$ cat config.mk
export PLATFORM = sky130hd
export DESIGN_NAME = lsu_bus_bridge
export DESIGN_NICKNAME = d
export VERILOG_FILES = /design/src/rtl/lsu_pkg.sv /design/src/rtl/lsu_lane_align.sv /design/src/rtl/lsu_bus_bridge.sv
export SDC_FILE = /design/constraint.sdc
export NUM_CORES = 1
export LEC_CHECK = 0
export CAP_MARGIN = 25
export CORE_MARGIN = 1
export CORE_UTILIZATION = 45
export DETAILED_ROUTE_END_ITERATION = 10
export PLACE_DENSITY = 0.81
export REMOVE_ABC_BUFFERS = 1
export SYNTH_ARGS = -nofsm -noshare
export SYNTH_HDL_FRONTEND = slang
export SYNTH_SLANG_ARGS = --single-unit
$ cat constraint.sdc
create_clock -name clk -period 2.3 [get_ports clk]
set_clock_uncertainty 0.1 [all_clocks]
set_input_delay 0.345 -clock clk [delete_from_list [all_inputs] [get_ports clk]]
set_output_delay 0.345 -clock clk [all_outputs]
set_load 0.01 [all_outputs]
$ cat src/rtl/lsu_pkg.sv
`default_nettype none
// ============================================================================
// Module : lsu_pkg
// Brief  : Shared types and access-legality helper for the LSU bus bridge.
// Rev    : 1.0
// ============================================================================
package lsu_pkg;

    typedef enum logic [1:0] {
        LS_BYTE = 2'b00,
        LS_HALF = 2'b01,
        LS_WORD = 2'b10
    } ls_size_e;

    typedef enum logic [1:0] {
        IDLE = 2'b00,
        REQ  = 2'b01,
        DONE = 2'b10
    } lsu_state_e;

    // Illegal size encoding or an address not naturally aligned to the size.
    function automatic logic ls_illegal(input logic [1:0] size, input logic [1:0] addr_lo);
        logic bad;
        case (size)
            LS_BYTE: bad = 1'b0;
            LS_HALF: bad = addr_lo[0];
            LS_WORD: bad = (addr_lo != 2'b00);
            default: bad = 1'b1;
        endcase
        return bad;
    endfunction

endpackage
`default_nettype wire

$ cat src/rtl/lsu_lane_align.sv
`default_nettype none
// ============================================================================
// Module : lsu_lane_align
// Brief  : Store lane replication/strobes and load lane extract/extension.
// Rev    : 1.0
// ============================================================================
module lsu_lane_align
    import lsu_pkg::*;
(
    input  logic [1:0]  st_size,
    input  logic [1:0]  st_addr_lo,
    input  logic [31:0] st_data,
    output logic [31:0] st_wdata,
    output logic [3:0]  st_wstrb,
    input  logic [1:0]  ld_size,
    input  logic [1:0]  ld_addr_lo,
    input  logic        ld_unsigned,
    input  logic [31:0] ld_rdata,
    output logic [31:0] ld_data
);

    logic [7:0]  ld_byte;
    logic [15:0] ld_half;

    always_comb begin
        st_wdata = st_data;
        st_wstrb = 4'b0000;
        case (st_size)
            LS_BYTE: begin
                st_wdata = {4{st_data[7:0]}};
                st_wstrb = 4'b0001 << st_addr_lo;
            end
            LS_HALF: begin
                st_wdata = {2{st_data[15:0]}};
                st_wstrb = st_addr_lo[1] ? 4'b1100 : 4'b0011;
            end
            LS_WORD: st_wstrb = 4'b1111;
            default: st_wstrb = 4'b0000;
        endcase
    end

    always_comb begin
        ld_byte = ld_rdata[{ld_addr_lo, 3'b000} +: 8];
        ld_half = ld_rdata[{ld_addr_lo[1], 4'b0000} +: 16];
        ld_data = ld_rdata;
        case (ld_size)
            LS_BYTE: ld_data = {{24{~ld_unsigned & ld_byte[7]}}, ld_byte};
            LS_HALF: ld_data = {{16{~ld_unsigned & ld_half[15]}}, ld_half};
            default: ld_data = ld_rdata;
        endcase
    end

endmodule
`default_nettype wire

$ cat src/rtl/lsu_bus_bridge.sv
`default_nettype none
// ============================================================================
// Module : lsu_bus_bridge
// Brief  : One data-memory transaction per CPU request over a valid/ready bus.
// Rev    : 1.0
// ============================================================================
module lsu_bus_bridge
    import lsu_pkg::*;
#(
    parameter int TIMEOUT = 255
)(
    input  logic        clk,
    input  logic        reset,
    input  logic        cpu_req,
    input  logic        cpu_we,
    input  logic [31:0] cpu_addr,
    input  logic [31:0] cpu_wdata,
    input  logic [1:0]  LSControl,
    input  logic        SignControl,
    output logic [31:0] cpu_rdata,
    output logic        cpu_ready,
    output logic        cpu_err,
    output logic        mem_valid,
    input  logic        mem_ready,
    output logic        mem_we,
    output logic [31:0] mem_addr,
    output logic [3:0]  mem_wstrb,
    output logic [31:0] mem_wdata,
    input  logic [31:0] mem_rdata
);

    localparam int              CNT_W    = $clog2(TIMEOUT + 1);
    localparam logic [CNT_W-1:0] CNT_LAST = CNT_W'(TIMEOUT - 1);

    lsu_state_e       state_q, state_d;
    logic [CNT_W-1:0] cnt_q, cnt_d;
    logic             we_q, we_d;
    logic [31:0]      addr_q, addr_d;
    logic [1:0]       size_q, size_d;
    logic             uns_q, uns_d;
    logic [31:0]      wdata_q, wdata_d;
    logic [3:0]       wstrb_q, wstrb_d;
    logic [31:0]      rdata_q, rdata_d;
    logic             err_q, err_d;

    logic [31:0]      st_wdata;
    logic [3:0]       st_wstrb;
    logic [31:0]      ld_data;

    lsu_lane_align u_align (
        .st_size     (LSControl),
        .st_addr_lo  (cpu_addr[1:0]),
        .st_data     (cpu_wdata),
        .st_wdata    (st_wdata),
        .st_wstrb    (st_wstrb),
        .ld_size     (size_q),
        .ld_addr_lo  (addr_q[1:0]),
        .ld_unsigned (uns_q),
        .ld_rdata    (mem_rdata),
        .ld_data     (ld_data)
    );

    always_comb begin
        state_d = state_q;
        cnt_d   = cnt_q;
        we_d    = we_q;
        addr_d  = addr_q;
        size_d  = size_q;
        uns_d   = uns_q;
        wdata_d = wdata_q;
        wstrb_d = wstrb_q;
        rdata_d = rdata_q;
        err_d   = err_q;
        case (state_q)
            IDLE: begin
                if (cpu_req) begin
                    we_d    = cpu_we;
                    addr_d  = cpu_addr;
                    size_d  = LSControl;
                    uns_d   = SignControl;
                    wdata_d = st_wdata;
                    wstrb_d = cpu_we ? st_wstrb : 4'b0000;
                    cnt_d   = '0;
                    if (ls_illegal(LSControl, cpu_addr[1:0])) begin
                        state_d = DONE;
                        err_d   = 1'b1;
                        rdata_d = 32'h0;
                    end else begin
                        state_d = REQ;
                    end
                end
            end
            REQ: begin
                // A ready arriving on the final allowed cycle still completes normally.
                if (mem_ready) begin
                    state_d = DONE;
                    err_d   = 1'b0;
                    cnt_d   = '0;
                    if (!we_q) rdata_d = ld_data;
                end else if (cnt_q == CNT_LAST) begin
                    state_d = DONE;
                    err_d   = 1'b1;
                    rdata_d = 32'h0;
                    cnt_d   = '0;
                end else begin
                    cnt_d = cnt_q + CNT_W'(1);
                end
            end
            DONE:    state_d = IDLE;
            default: state_d = IDLE;
        endcase
    end

    always_ff @(posedge clk or negedge reset) begin
        if (!reset) begin
            state_q <= IDLE;
            cnt_q   <= '0;
            we_q    <= 1'b0;
            addr_q  <= 32'h0;
            size_q  <= 2'b00;
            uns_q   <= 1'b0;
            wdata_q <= 32'h0;
            wstrb_q <= 4'b0000;
            rdata_q <= 32'h0;
            err_q   <= 1'b0;
        end else begin
            state_q <= state_d;
            cnt_q   <= cnt_d;
            we_q    <= we_d;
            addr_q  <= addr_d;
            size_q  <= size_d;
            uns_q   <= uns_d;
            wdata_q <= wdata_d;
            wstrb_q <= wstrb_d;
            rdata_q <= rdata_d;
            err_q   <= err_d;
        end
    end

    assign mem_valid = (state_q == REQ);
    assign cpu_ready = (state_q == DONE);
    assign mem_we    = we_q;
    assign mem_addr  = {addr_q[31:2], 2'b00};
    assign mem_wstrb = wstrb_q;
    assign mem_wdata = wdata_q;
    assign cpu_rdata = rdata_q;
    assign cpu_err   = err_q;

endmodule
`default_nettype wire
==> metrics <==
Max Fclk 484 MHz; Fin. Hold Viols 0; Crit Path Category register to output port; Primary FF master, synth dfrtp_1; Crit-path slowest cell clkdlybuf4s50_1; Max-slew headroom 58.6%; number of port buffers 205; Max-Cap Viols 0; CTS HTree Levels 4; DRT Wirelength 16.2 mm; height of the chip 114 µm; setup violators final 0; DRC 0; core area 12200 µm²; dpl hpwl 11.4 mm; worst-path cell chain nor2b_1 -> clkdlybuf4s50_1; Final GP Congestion 0.855; Req. time, crit path 1.86 ns; status finished, final reports clean; RSZ-0062 raised after global routing false; overflow left after global routing 0; DR iter-0 viols 368; synth-to-layout area growth 47.1%; reg2reg path depth 5; Min Clock Period, post-route 2.07 ns; Antenna Nets Post-Route 0; Post-Synthesis Cells 596; Sink Count 115; initial antenna violation count 0; average size of a mapped cell 9.51 µm²; Final Worst Setup Slack 0.233 ns; static leakage 3.82 nW; Hold Path Class primary input to async pin; most common cell after layout, fill and taps aside clkdlybuf4s50_1; largest net degree at the start of global routing 96; via count 5111; vias in the first global route 5257; CP Launch Type register; Post-synth EDFFs 0; Crit path arrival time 1.62 ns; num ports 208; worst slew pin tran 0.621 ns; CTS root buffer clkbuf_16; chip width 114 µm; vias per cell 5.36; Yosys reg bits 115; post-CTS sizing 0; PD cells 1300 nW/µm²; row count 40; CP endpoint kind output port; Final Cycle Share 89.9%; Slew Viols, Final 0; die area 13100 µm²; wire per inst 17.0 µm; post-place setup slack 0.123 ns; Worst VDD drop 0.739 mV; clock buffer depth 2; Antenna Cells 0; maximum fanout along the worst path 9; post-synthesis sequential area ratio 50.8%; Distinct cells, synth 47; Starting Density 46.6%; nets@finish 880; fillers 891; CTS tree built; 1st-pass router iterations 7; Synth Warn # 0; total CTS buffers 17; Final Util 68.6%; Synth async-reset ratio 100%; most frequent cells in the layout 204 x clkdlybuf4s50_1, 161 x nand2_1, 115 x dfrtp_1; Reg clk slew, reported paths 0.05 ns; Synth Cell Area 5670 µm²; post-CTS setup buffers 0; fraction of layout cells with a size suffix above 1 8.91%; gr usage total 26.1%; largest stage delay on the critical path 0.55 ns; first-pass GRT wire length 26.0 mm; clk_lat worst skew 0.41 ns
## registers in the layout, summed over array words and instances, names as in the netlist
name	cells
addr_q	32
mem_we	1
cnt_q	8
size_q	2
cpu_err	1
state_q	2
mem_wstrb	4
cpu_rdata	32
mem_wdata	32
uns_q	1
## cells in the mapped netlist (all sizes together), types with 2 or more instances
library cell | instances | area [µm²]
nand2 | 162 | 608
dfrtp | 115 | 2880
o21ai | 45 | 225
buf | 41 | 305
a21oi | 39 | 195
clkbuf | 29 | 110
nor2 | 29 | 111
mux2i | 28 | 280
o2bb2ai | 16 | 140
a21o | 9 | 67.6
a22o | 8 | 70.1
mux2 | 8 | 90.1
nor4 | 8 | 50.1
a211o | 7 | 61.3
inv | 7 | 26.3
mux4 | 7 | 158
nand3 | 5 | 30.0
nand2b | 3 | 18.8
nor3 | 3 | 15.0
xnor2 | 3 | 26.3
a41oi | 2 | 17.5
ha | 2 | 25.0
nor2b | 2 | 12.5
o21ba | 2 | 20.0
## final timing paths
path / startpoint / endpoint / slack, ns
hold / removal: reset / addr_q[9]$_DFFE_PN0P_ / 0.34
hold reg to reg: mem_wdata[1]$_DFFE_PN0P_ / mem_wdata[1]$_DFFE_PN0P_ / 0.37
max in group asynchronous: reset / cpu_rdata[6]$_DFFE_PN0P_ / 1.07
min in group clk: cpu_addr[19] / addr_q[19]$_DFFE_PN0P_ / 0.36
setup reg to reg: addr_q[1]$_DFFE_PN0P_ / cpu_rdata[7]$_DFFE_PN0P_ / 0.46
setup / recovery: state_q[0]$_DFFE_PN0P_ / mem_valid / 0.23
## power breakdown
| group | leakage [nW] | total [mW] | internal [mW] | switching, mW |
|---|---|---|---|---|
| sequential | 1.48 | 3.48 | 2.89 | 0.586 |
| combinational | 2.06 | 4.77 | 2.49 | 2.28 |
| clock | 0.287 | 2.61 | 1.73 | 0.880 |
## metal layers
metal | GRT usage (%) | vias to the layer above | part of all wire, %
met2 | 43.4 | 252 | 49
met1 | 31.3 | 2467 | 40
met3 | 8.47 | 28 | 8.7
met5 | 0 | - | 0
met4 | 10.8 | 0 | 2.2
li1 | - | 2364 | -
## final cells by class
type | instances | area (µm²) | share of cell area [%]
sequential | 115 | 2880 | 34.5
multi-input combinational | 405 | 2360 | 28.3
clock buffer | 27 | 513 | 6.15
timing repair buffer | 228 | 2290 | 27.4
inverter | 7 | 26.3 | 0.315
clock inverter | 4 | 70.1 | 0.840
tap | 168 | 210 | 2.52
## what timing repair did
item / 4_1_cts / 5_1_grt
endpoints found under the setup margin: 0 / 0
hold buffers: 1 / 0
endpoints found under the hold margin: 33 / 0
## cells by family after synthesis
group	share of synthesized area, %
AND/OR/NAND/NOR	16.2
AO/OA/AOI/OAI	14.9
flip-flops	50.8
buffers and inverters	7.79
multiplexers	9.31
XOR/XNOR	0.463
adder cells (fa/ha/maj)	0.441
other	0.0661
## per-stage QoR
step                      TNS [ns]  cells  power [mW]  area, µm²  hold slack [ns]
after floorplan              -2.05    527        5.51       5260          -0.0506
after global placement           0    922        8.07       7750            0.233
after detailed placement         0    922        8.23       7750            0.236
after CTS                        0    954        10.9       8340            0.346
after global routing             0    954        11.5       8340            0.366
final                            0    954        10.9       8340            0.339
## critical path: cells and delay by family (launching register included)
kind	cells	cell delay [ns]
simple gates	1	0.20
flops	1	0.47
buf+inv	1	0.55
(Power assumes the default switching activity.)
